**config.mk**
```make
export PLATFORM = sky130hd
export DESIGN_NAME = pe_array_ctrl
export DESIGN_NICKNAME = d
export VERILOG_FILES = /design/src/rtl/pe_ctrl_pkg.sv /design/src/rtl/ctrl_valid_pipe.sv /design/src/rtl/pe_array_ctrl.sv
export SDC_FILE = /design/constraint.sdc
export NUM_CORES = 1
export LEC_CHECK = 0
export ABC_AREA = 1
export CAP_MARGIN = 25
export CORE_MARGIN = 5
export CORE_UTILIZATION = 63
export CTS_BUF_LIST = sky130_fd_sc_hd__clkbuf_4 sky130_fd_sc_hd__clkbuf_8 sky130_fd_sc_hd__clkbuf_16
export DETAILED_ROUTE_END_ITERATION = 8
export GPL_TIMING_DRIVEN = 0
export PLACE_DENSITY = 0.85
export SETUP_SLACK_MARGIN = 0.05
export SKIP_CTS_REPAIR_TIMING = 1
export SYNTH_ARGS = -nofsm -noshare
export SYNTH_HDL_FRONTEND = slang
export SYNTH_SLANG_ARGS = --single-unit
```
**constraint.sdc**
```tcl
create_clock -name clk -period 2.8 [get_ports clk]
set_input_delay 0.56 -clock clk [delete_from_list [all_inputs] [get_ports clk]]
set_output_delay 0.56 -clock clk [all_outputs]
set_load 0.01 [all_outputs]
```
**src/rtl/pe_ctrl_pkg.sv**
```systemverilog
// rtl/pe_ctrl_pkg.sv - shared state encodings and latency helper for the PE array controller
package pe_ctrl_pkg;

  // Controller state encodings
  localparam logic [2:0] ST_IDLE    = 3'd0;
  localparam logic [2:0] ST_LOAD_W  = 3'd1;
  localparam logic [2:0] ST_COMPUTE = 3'd2;
  localparam logic [2:0] ST_DRAIN   = 3'd3;
  localparam logic [2:0] ST_DONE    = 3'd4;

  // Cycles from an activation entering the left edge to its result leaving the bottom
  function automatic int unsigned lat_f(input int unsigned rows, input int unsigned cols);
    return rows + cols - 1;
  endfunction

endpackage

```
**src/rtl/ctrl_valid_pipe.sv**
```systemverilog
// rtl/ctrl_valid_pipe.sv - shift register of {valid, last} tags tracking vectors in flight
module ctrl_valid_pipe #(
  parameter int depth = 21
) (
  input  logic clk,
  input  logic rst,
  input  logic adv,
  input  logic in_valid,
  input  logic in_last,
  output logic out_valid,
  output logic out_last
);

  logic [depth-1:0] valid_sr;
  logic [depth-1:0] last_sr;
  logic [depth:0]   valid_next;
  logic [depth:0]   last_next;

  // New tag enters at bit 0; the oldest entry sits at the top bit
  always_comb begin
    valid_next = {valid_sr, in_valid};
    last_next  = {last_sr, in_last};
  end

  // Shift only while the array is computing so tags stay aligned with data
  always_ff @(posedge clk) begin
    if (rst) begin
      valid_sr <= '0;
      last_sr  <= '0;
    end else if (adv) begin
      valid_sr <= valid_next[depth-1:0];
      last_sr  <= last_next[depth-1:0];
    end
  end

  assign out_valid = valid_sr[depth-1];
  assign out_last  = last_sr[depth-1];

endmodule

```
**src/rtl/pe_array_ctrl.sv**
```systemverilog
// rtl/pe_array_ctrl.sv - sequencing controller for the weight-stationary systolic PE array
module pe_array_ctrl
  import pe_ctrl_pkg::*;
#(
  parameter int data_width         = 22,
  parameter int w_tile_row_size    = 11,
  parameter int w_tile_column_size = 11,
  parameter int cnt_width          = 16
) (
  input  logic                 clk,
  input  logic                 rst,
  input  logic                 start,
  input  logic                 reuse_weights,
  input  logic [cnt_width-1:0] vec_count,
  output logic                 busy,
  output logic                 done,
  input  logic                 w_valid,
  output logic                 w_ready,
  input  logic                 act_valid,
  output logic                 act_ready,
  output logic                 pe_w_en,
  output logic                 pe_w_compute,
  output logic                 act_bubble,
  output logic                 res_valid,
  output logic                 res_last
);

  localparam int lat = int'(lat_f(w_tile_row_size, w_tile_column_size));
  localparam int rcw = $clog2(w_tile_row_size + 1);
  localparam logic [rcw-1:0] last_row = rcw'(w_tile_row_size - 1);

  // Degenerate geometries cannot form an array
  if (data_width < 1 || w_tile_row_size < 1 || w_tile_column_size < 1 || cnt_width < 1)
  begin : g_bad_params
    $error("pe_array_ctrl: all size parameters must be at least 1");
  end

  logic [2:0]           state_q;
  logic [2:0]           state_d;
  logic [rcw-1:0]       wrow_cnt;
  logic [cnt_width-1:0] vec_cnt;
  logic [cnt_width-1:0] vec_count_q;
  logic [cnt_width-1:0] last_vec_idx;
  logic                 wts_loaded;
  logic                 vc_zero;
  logic                 w_beat;
  logic                 a_beat;
  logic                 last_w_beat;
  logic                 last_a_beat;
  logic                 pipe_valid;
  logic                 pipe_last;

  // Beat qualifiers; the vector counter is compared against count-1 so it never wraps
  always_comb begin
    vc_zero      = (vec_count_q == '0);
    last_vec_idx = vec_count_q - 1'b1;
    w_beat       = w_ready & w_valid;
    a_beat       = act_ready & act_valid;
    last_w_beat  = w_beat & (wrow_cnt == last_row);
    last_a_beat  = a_beat & (vec_cnt == last_vec_idx);
  end

  // Moore decodes of the registered state (pe_w_en is qualified by the incoming beat)
  always_comb begin
    busy         = (state_q != ST_IDLE);
    done         = (state_q == ST_DONE);
    w_ready      = (state_q == ST_LOAD_W);
    act_ready    = (state_q == ST_COMPUTE) & ~vc_zero;
    pe_w_en      = w_beat;
    pe_w_compute = (state_q == ST_COMPUTE) | (state_q == ST_DRAIN);
    act_bubble   = ((state_q == ST_COMPUTE) & ~a_beat) | (state_q == ST_DRAIN);
    res_valid    = pipe_valid & pe_w_compute;
    res_last     = pipe_last & pe_w_compute;
  end

  // Next-state logic for the job sequence
  always_comb begin
    state_d = state_q;
    case (state_q)
      ST_IDLE: begin
        if (start) begin
          state_d = (reuse_weights && wts_loaded) ? ST_COMPUTE : ST_LOAD_W;
        end
      end
      ST_LOAD_W: begin
        if (last_w_beat) begin
          state_d = vc_zero ? ST_DONE : ST_COMPUTE;
        end
      end
      ST_COMPUTE: begin
        if (vc_zero) begin
          state_d = ST_DONE;
        end else if (last_a_beat) begin
          state_d = ST_DRAIN;
        end
      end
      ST_DRAIN: begin
        if (res_last) begin
          state_d = ST_DONE;
        end
      end
      ST_DONE: begin
        state_d = ST_IDLE;
      end
      default: begin
        state_d = ST_IDLE;
      end
    endcase
  end

  // State register, job parameter latch and the resident-weights flag
  always_ff @(posedge clk) begin
    if (rst) begin
      state_q     <= ST_IDLE;
      vec_count_q <= '0;
      wts_loaded  <= 1'b0;
    end else begin
      state_q <= state_d;
      if (state_q == ST_IDLE && start) begin
        vec_count_q <= vec_count;
      end
      if (last_w_beat) begin
        wts_loaded <= 1'b1;
      end
    end
  end

  // Weight row and activation vector counters, rearmed while idle
  always_ff @(posedge clk) begin
    if (rst || state_q == ST_IDLE) begin
      wrow_cnt <= '0;
      vec_cnt  <= '0;
    end else begin
      if (last_w_beat) begin
        wrow_cnt <= '0;
      end else if (w_beat) begin
        wrow_cnt <= wrow_cnt + 1'b1;
      end
      if (a_beat && !last_a_beat) begin
        vec_cnt <= vec_cnt + 1'b1;
      end
    end
  end

  ctrl_valid_pipe #(
    .depth(lat)
  ) u_valid_pipe (
    .clk      (clk),
    .rst      (rst),
    .adv      (pe_w_compute),
    .in_valid (a_beat),
    .in_last  (last_a_beat),
    .out_valid(pipe_valid),
    .out_last (pipe_last)
  );

endmodule

```
Yosys cells after proc, flatten, opt, wreduce, memory -nomap -nowiden
Index checks and enable logic that the tools add are counted.
{ "totals": {"reg_bits": 82, "inputBits": 22, "out_inout_bits": 9, "word_cells": 50} }
{ "classes": {"add_sub_neg": 3, "eq_ne": 10, "muxes": 8, "bitwise_logic": 12, "reduce_logical": 10} }
{ "ops": {"columns": ["cell", "n"], "rows": [
  ["$mux W3", 6],
  ["$add A16 B1 Y16 const B", 1],
  ["$eq A16 B16 Y1", 1],
  ["$logic_not A16 Y1", 1],
  ["$sub A16 B1 Y16 const B", 1],
  ["$pmux W3 S4", 1],
  ["$and A1 B1 Y1", 8],
  ["$eq A3 B2 Y1 const B", 2],
  ["$add A4 B1 Y4 const B", 1],
  ["$eq A4 B4 Y1 const B", 1],
  ["$ne A2 B2 Y1 const B", 2],
  ["$reduce_and A4 Y1", 1],
  ["$eq A3 B1 Y1 const B", 1],
  ["$eq A3 B3 Y1 const B", 1],
  ["$logic_and A1 B1 Y1", 3],
  ["$logic_not A3 Y1", 1],
  ["$ne A3 B3 Y1 const B", 1],
  ["$reduce_bool A3 Y1", 1],
  ["$mux W2", 1],
  ["$ne A2 B1 Y1 const B", 1],
  ["$not A1 Y1", 2],
  ["$or A1 B1 Y1", 2],
  ["$reduce_or A2 Y1", 1],
  ["$logic_not A1 Y1", 1],
  ["$logic_or A1 B1 Y1", 1]
]} }

Logic depth before layout (Yosys ltp)
{ "depth": {"ltp_word": 8, "mapped_depth": 17, "mapped_depth_nobuf": 17} }

Cells and area by module
A second synthesis with hierarchy kept.
{ "unflattened": {"cells_unflattened": 674, "area_unflattened_um2": 4261.6} }
{ "by_module_without_submodules": {"columns": ["module", "n_inst", "cells_per_inst", "area_per_inst_um2", "seq_area_each_um2"], "rows": [
  ["pe_array_ctrl", 1, 408, 2558.7, 800.8],
  ["ctrl_valid_pipe", 1, 266, 1702.9, 840.8]
]} }

Worst setup path after synthesis
Ideal clock, no wire load.
{ "synth_timing": {"path_kind": "reg2out", "startpoint": "register vec_count_q[0]", "endpoint": "output port act_bubble", "arrival_ns": 1.498, "required_ns": 2.240, "path_slack_ns": 0.742, "stages_incl_launch_ff": 11, "n_path_buf": 0, "path_cell_list": "dfxtp_1 inv_1 ha_1 nand2_2 nor2_4 nand3_2 nor2_1 nor3b_2 inv_1 nand2_1 inv_1"} }
{ "synth_between": {"elab_chain_cells": 7} }
{ "synth_lines": {"columns": ["element", "line", "source"], "rows": [
  ["from (decl)", "pe_array_ctrl.sv:42", "logic [cnt_width-1:0] vec_count_q;"],
  ["from (signal assigned)", "pe_array_ctrl.sv:120", "vec_count_q <= vec_count;"],
  ["$logic_not A16 Y1", "pe_array_ctrl.sv:55", "vc_zero = (vec_count_q == '0);"],
  ["$not A1 Y1", "pe_array_ctrl.sv:68", "act_ready = (state_q == ST_COMPUTE) & ~vc_zero;"],
  ["$and A1 B1 Y1", "pe_array_ctrl.sv:68", null],
  ["$and A1 B1 Y1", "pe_array_ctrl.sv:58", "a_beat = act_ready & act_valid;"],
  ["$not A1 Y1", "pe_array_ctrl.sv:71", "act_bubble = ((state_q == ST_COMPUTE) & ~a_beat) | (state_q == ST_DRAIN);"],
  ["$and A1 B1 Y1", "pe_array_ctrl.sv:71", null],
  ["$or A1 B1 Y1", "pe_array_ctrl.sv:71", null],
  ["to (decl)", "pe_array_ctrl.sv:23", "output logic act_bubble,"]
]} }
Every way passes these cells.

Worst setup path after layout
{ "layout_timing": {"startpoint": "register state_q[1]", "endpoint": "output port res_valid"} }
{ "layout_between": {"elab_chain_cells": 3, "word_cells_on_any_way": 4, "cone_classes": "2 x eq/ne; 2 x bitwise"} }
{ "layout_lines": {"columns": ["element", "line", "source"], "rows": [
  ["from (decl)", "pe_array_ctrl.sv:38", "logic [2:0] state_q;"],
  ["from (signal assigned)", "pe_array_ctrl.sv:118", "state_q <= state_d;"],
  ["$eq A3 B2 Y1", "pe_array_ctrl.sv:70", "pe_w_compute = (state_q == ST_COMPUTE) | (state_q == ST_DRAIN);"],
  ["$or A1 B1 Y1 (*)", "pe_array_ctrl.sv:70", null],
  ["$and A1 B1 Y1 (*)", "pe_array_ctrl.sv:72", "res_valid = pipe_valid & pe_w_compute;"],
  ["to (decl)", "pe_array_ctrl.sv:24", "output logic res_valid,"]
]} }
Mark *: on every way between the ends. The rest lies on a longest branch, timed or not.

==> summary.txt <==
Outcome
  • Status: complete, no violations

Logic synthesis
  • Post-Synth Adder-Cell Area: 1.24%
  • Number of enable-type register cells in the synthesized netlist: 0
  • Number of synthesized register bits: 82
  • Largest family of logic cells by synthesized area: simple AND/OR/NAND/NOR gates
  • Fraction of registers with async set or reset after synthesis: 0%
  • Post-Synthesis Mean Instance Area: 6.96 um^2
  • Largest cells by area after synthesis: sky130_fd_sc_hd__dfxtp_1 (41%), sky130_fd_sc_hd__nor2_1 (11%), sky130_fd_sc_hd__nand2_1 (9.3%)
  • Cell count after synthesis: 582
  • Share of the synthesized area in the top cell type: 40.5%
  • Post-synthesis simple-gate area fraction: 31.5%
  • Synthesized net count: 608
  • Warnings from Yosys: 0
  • Register area share after synthesis: 40.5%
  • Area leader, netlist: sky130_fd_sc_hd__dfxtp_1
  • Dominant synthesized flop cell: sky130_fd_sc_hd__dfxtp_1
  • Share of synthesized area spent on multiplexers: 0%
  • Post-synthesis compound-gate area fraction: 14.5%
  • Synth Area in XOR/XNOR: 4.54%
  • Library cells used by synthesis: 33
  • Netlist Area Pre-Place: 4050 um^2

Critical path
  • Largest stage delay on the critical path: 550 ps
  • Setup slack of the most critical reg-to-reg path: 730 ps
  • Worst Reg2Reg Path Length in Cells: 7
  • Nature of the critical path startpoint: register
  • Critical-path top delay cell: sky130_fd_sc_hd__clkdlybuf4s50_1
  • Worst setup EP type: output pin
  • Reg-to-reg endpoint: vec_cnt[7]$_SDFFE_PP0P_
  • Critical R2R Launch: state_q[0]$_SDFFE_PP0P_
  • Highest fanout seen on the critical path: 8
  • Required time of the critical path: 2240 ps
  • Endpoint arrival time on the critical path: 2100 ps
  • WS Path Type: register to output pin
  • WP depth: 7
  • Buffers plus inverters on the worst setup path: 4
  • Ordered cell list for the critical path: inv_1 -> nor3_1 -> inv_2 -> nand2_4 -> clkinvlp_4 -> nor2_1 -> clkdlybuf4s50_1
  • CP delay by family, top: buffers and inverters

Route
  • Count of nets left with antenna violations after detail routing: 0
  • Drt first-iter violations: 286
  • Wirelength per Cell: 12.8 um
  • DR DRC count: 0
  • Vias per std cell: 5.39
  • Total number of vias: 3844
  • Iteration count of the initial detailed-routing pass: 5
  • Final wirelength: 9120 um

Clocking
  • CTS Sinks: 82
  • H-tree depth: 3
  • Register clock-pin slew on the reported worst setup and hold paths: 90 ps
  • TritonCTS clock tree: done
  • Worst-Skew Late Latency: 370 ps
  • Cell at the root of the clock tree: sky130_fd_sc_hd__clkbuf_8
  • Cts bufs inserted: 9
  • Number of buffers on the longest clock path: 2

Min path
  • Min-delay worst type: register to register
  • Hold Path Cell Cnt: 2
  • End of the worst hold path: wts_loaded$_SDFFE_PP0P_
  • Worst hold start: wts_loaded$_SDFFE_PP0P_

Die
  • Die Wd: 90.2 um
  • I/O pin count: 31
  • Rows: 29
  • Core area: 6310 um^2
  • Vertical die dimension: 90.2 um
  • Area enclosed by the die boundary: 8130 um^2
  • Effective utilization at floorplan: 64.2%

Place
  • Count of input and output buffers: 29
  • Place WS: 2.83 ps
  • Routability congestion estimate from global placement: 0.997
  • Cell area after placement: 4440 um^2
  • Half-perimeter wire length after detailed placement: 6750 um

STA
  • Share of the cycle needed by the critical path after routing: 94.9%
  • Shortest clock period the worst path allows after layout: 2660 ps
  • Setup-failing EPs final: 0
  • Crit path setup slack, layout: 142 ps
  • Setup Skew: 11.8 ps
  • Peak Freq: 376 MHz
  • Hold violation total from the final report: 0
  • RSZ-0062 raised after global routing: no
  • Max-slew violations: 0
  • Total Neg Setup Slack: 0 ps
  • Headroom to the max-slew limit: 57.6%
  • Worst slew pin tran: 636 ps

Global route
  • Global router's overall resource usage: 22.1%
  • Number of antenna violations at the first check in global routing: 0
  • Global-route wire length before repair: 15100 um
  • Number of global-route vias before repair: 3528
  • Total congestion overflow: 0
  • Maximum number of pins on one net before global-route repair: 17

Final layout
  • Proportion of layout cells with a drive suffix above 1: 12.1%
  • Number of antenna diodes: 0
  • Nets: 657
  • Filler cell count: 503
  • Final core utilization: 75.2%
  • Fin area: 4750 um^2
  • Commonest non-fill, non-tap cells in the layout: sky130_fd_sc_hd__nor2_1 (118), sky130_fd_sc_hd__nand2_1 (99), sky130_fd_sc_hd__dfxtp_1 (81), sky130_fd_sc_hd__o21ai_0 (64), sky130_fd_sc_hd__inv_1 (50)
  • Area Overhead vs Synth: 17.1%
  • Leading cell type in the layout, fill and taps excluded: sky130_fd_sc_hd__nor2_1

Run
  • Max-cap check violation count: 0

Power
  • Power density of the placed cells: 998 nW/um^2
  • Total leakage power: 2.00 nW
  • Maximum resistive drop on vdd: 772 uV
cells in the mapped netlist, drive strengths merged (2+ instances only):
master	count
buf	2
ha	4
nor4	3
nor3	10
o21ai	64
clkbuf	18
nand3b	3
or2	2
dfxtp	82
a21oi	43
nand4	7
nand3	25
xor2	14
nor2	129
nand2	109
inv	55
xnor2	7
registers in the layout, indices dropped and copies added (netlist names):
name	count
u_valid_pipe.valid_sr	21
u_valid_pipe.last_sr	21
state_q	3
vec_count_q	16
wrow_cnt	4
wts_loaded	1
vec_cnt	16
worst reg2reg max path: stages, from the launching register on:
cell                       delay, ps
sky130_fd_sc_hd__dfxtp_1         350
sky130_fd_sc_hd__nor2_1          110
sky130_fd_sc_hd__inv_1            80
sky130_fd_sc_hd__nor2_1          400
sky130_fd_sc_hd__nor2_1          220
sky130_fd_sc_hd__inv_1           180
sky130_fd_sc_hd__clkbuf_1        520
sky130_fd_sc_hd__a21oi_1          80
final cells by class:
cell class                 instances  area [um^2]  area share [%]
buffer                            19         97.6            2.06
clock buffer                      10          138            2.90
clock inverter                     6         53.8            1.13
inverter                          56          214            4.51
multi-input combinational        424         2140            45.0
sequential                        82         1640            34.6
tap                               77         96.3            2.03
timing repair buffer              38          363            7.65
timing repair inverter             1         5.00           0.105
through the flow:
step | hold WS [ps] | std cells | power [mW]
after CTS | 463 | 704 | 4.57
after detailed placement | 449 | 688 | 3.74
final | 458 | 713 | 4.74
after floorplan | 430 | 582 | 3.23
after global routing | 489 | 713 | 5.15
after global placement | 440 | 688 | 3.65
per-layer routing:
layer  wire (um)  up-vias  GRT usage (%)
li1            -     1959              -
met1        3820     1736           25.9
met2        4590      123           38.4
met3         530       26           6.51
met4         184        0           7.20
met5           0        -              0
worst max-delay path by stage:
stage,to,slack [ps],startpoint
final,res_valid,140,state_q[1]$_SDFFE_PP0P_
after global routing,res_valid,50,state_q[1]$_SDFFE_PP0P_
after CTS,act_bubble,-400,vec_count_q[0]$_SDFFE_PP0P_
after detailed placement,act_bubble,3,vec_count_q[0]$_SDFFE_PP0P_
after global placement,act_bubble,60,vec_count_q[0]$_SDFFE_PP0P_
after floorplan,act_bubble,740,vec_count_q[0]$_SDFFE_PP0P_
report_power, final:
group	leakage [nW]	total [mW]	switching, mW	internal (mW)
logic	1.23	2.13	1.32	0.803
clock network	0.0958	0.828	0.465	0.363
registers	0.671	1.78	0.230	1.55
cells by family after synthesis:
logic type               count (synthesis)
AO/OA/AOI/OAI                          109
flip-flops                              82
adder cells (fa/ha/maj)                  4
AND/OR/NAND/NOR                        290
buffers and inverters                   76
XOR/XNOR                                21
(Power assumes the default switching activity.)
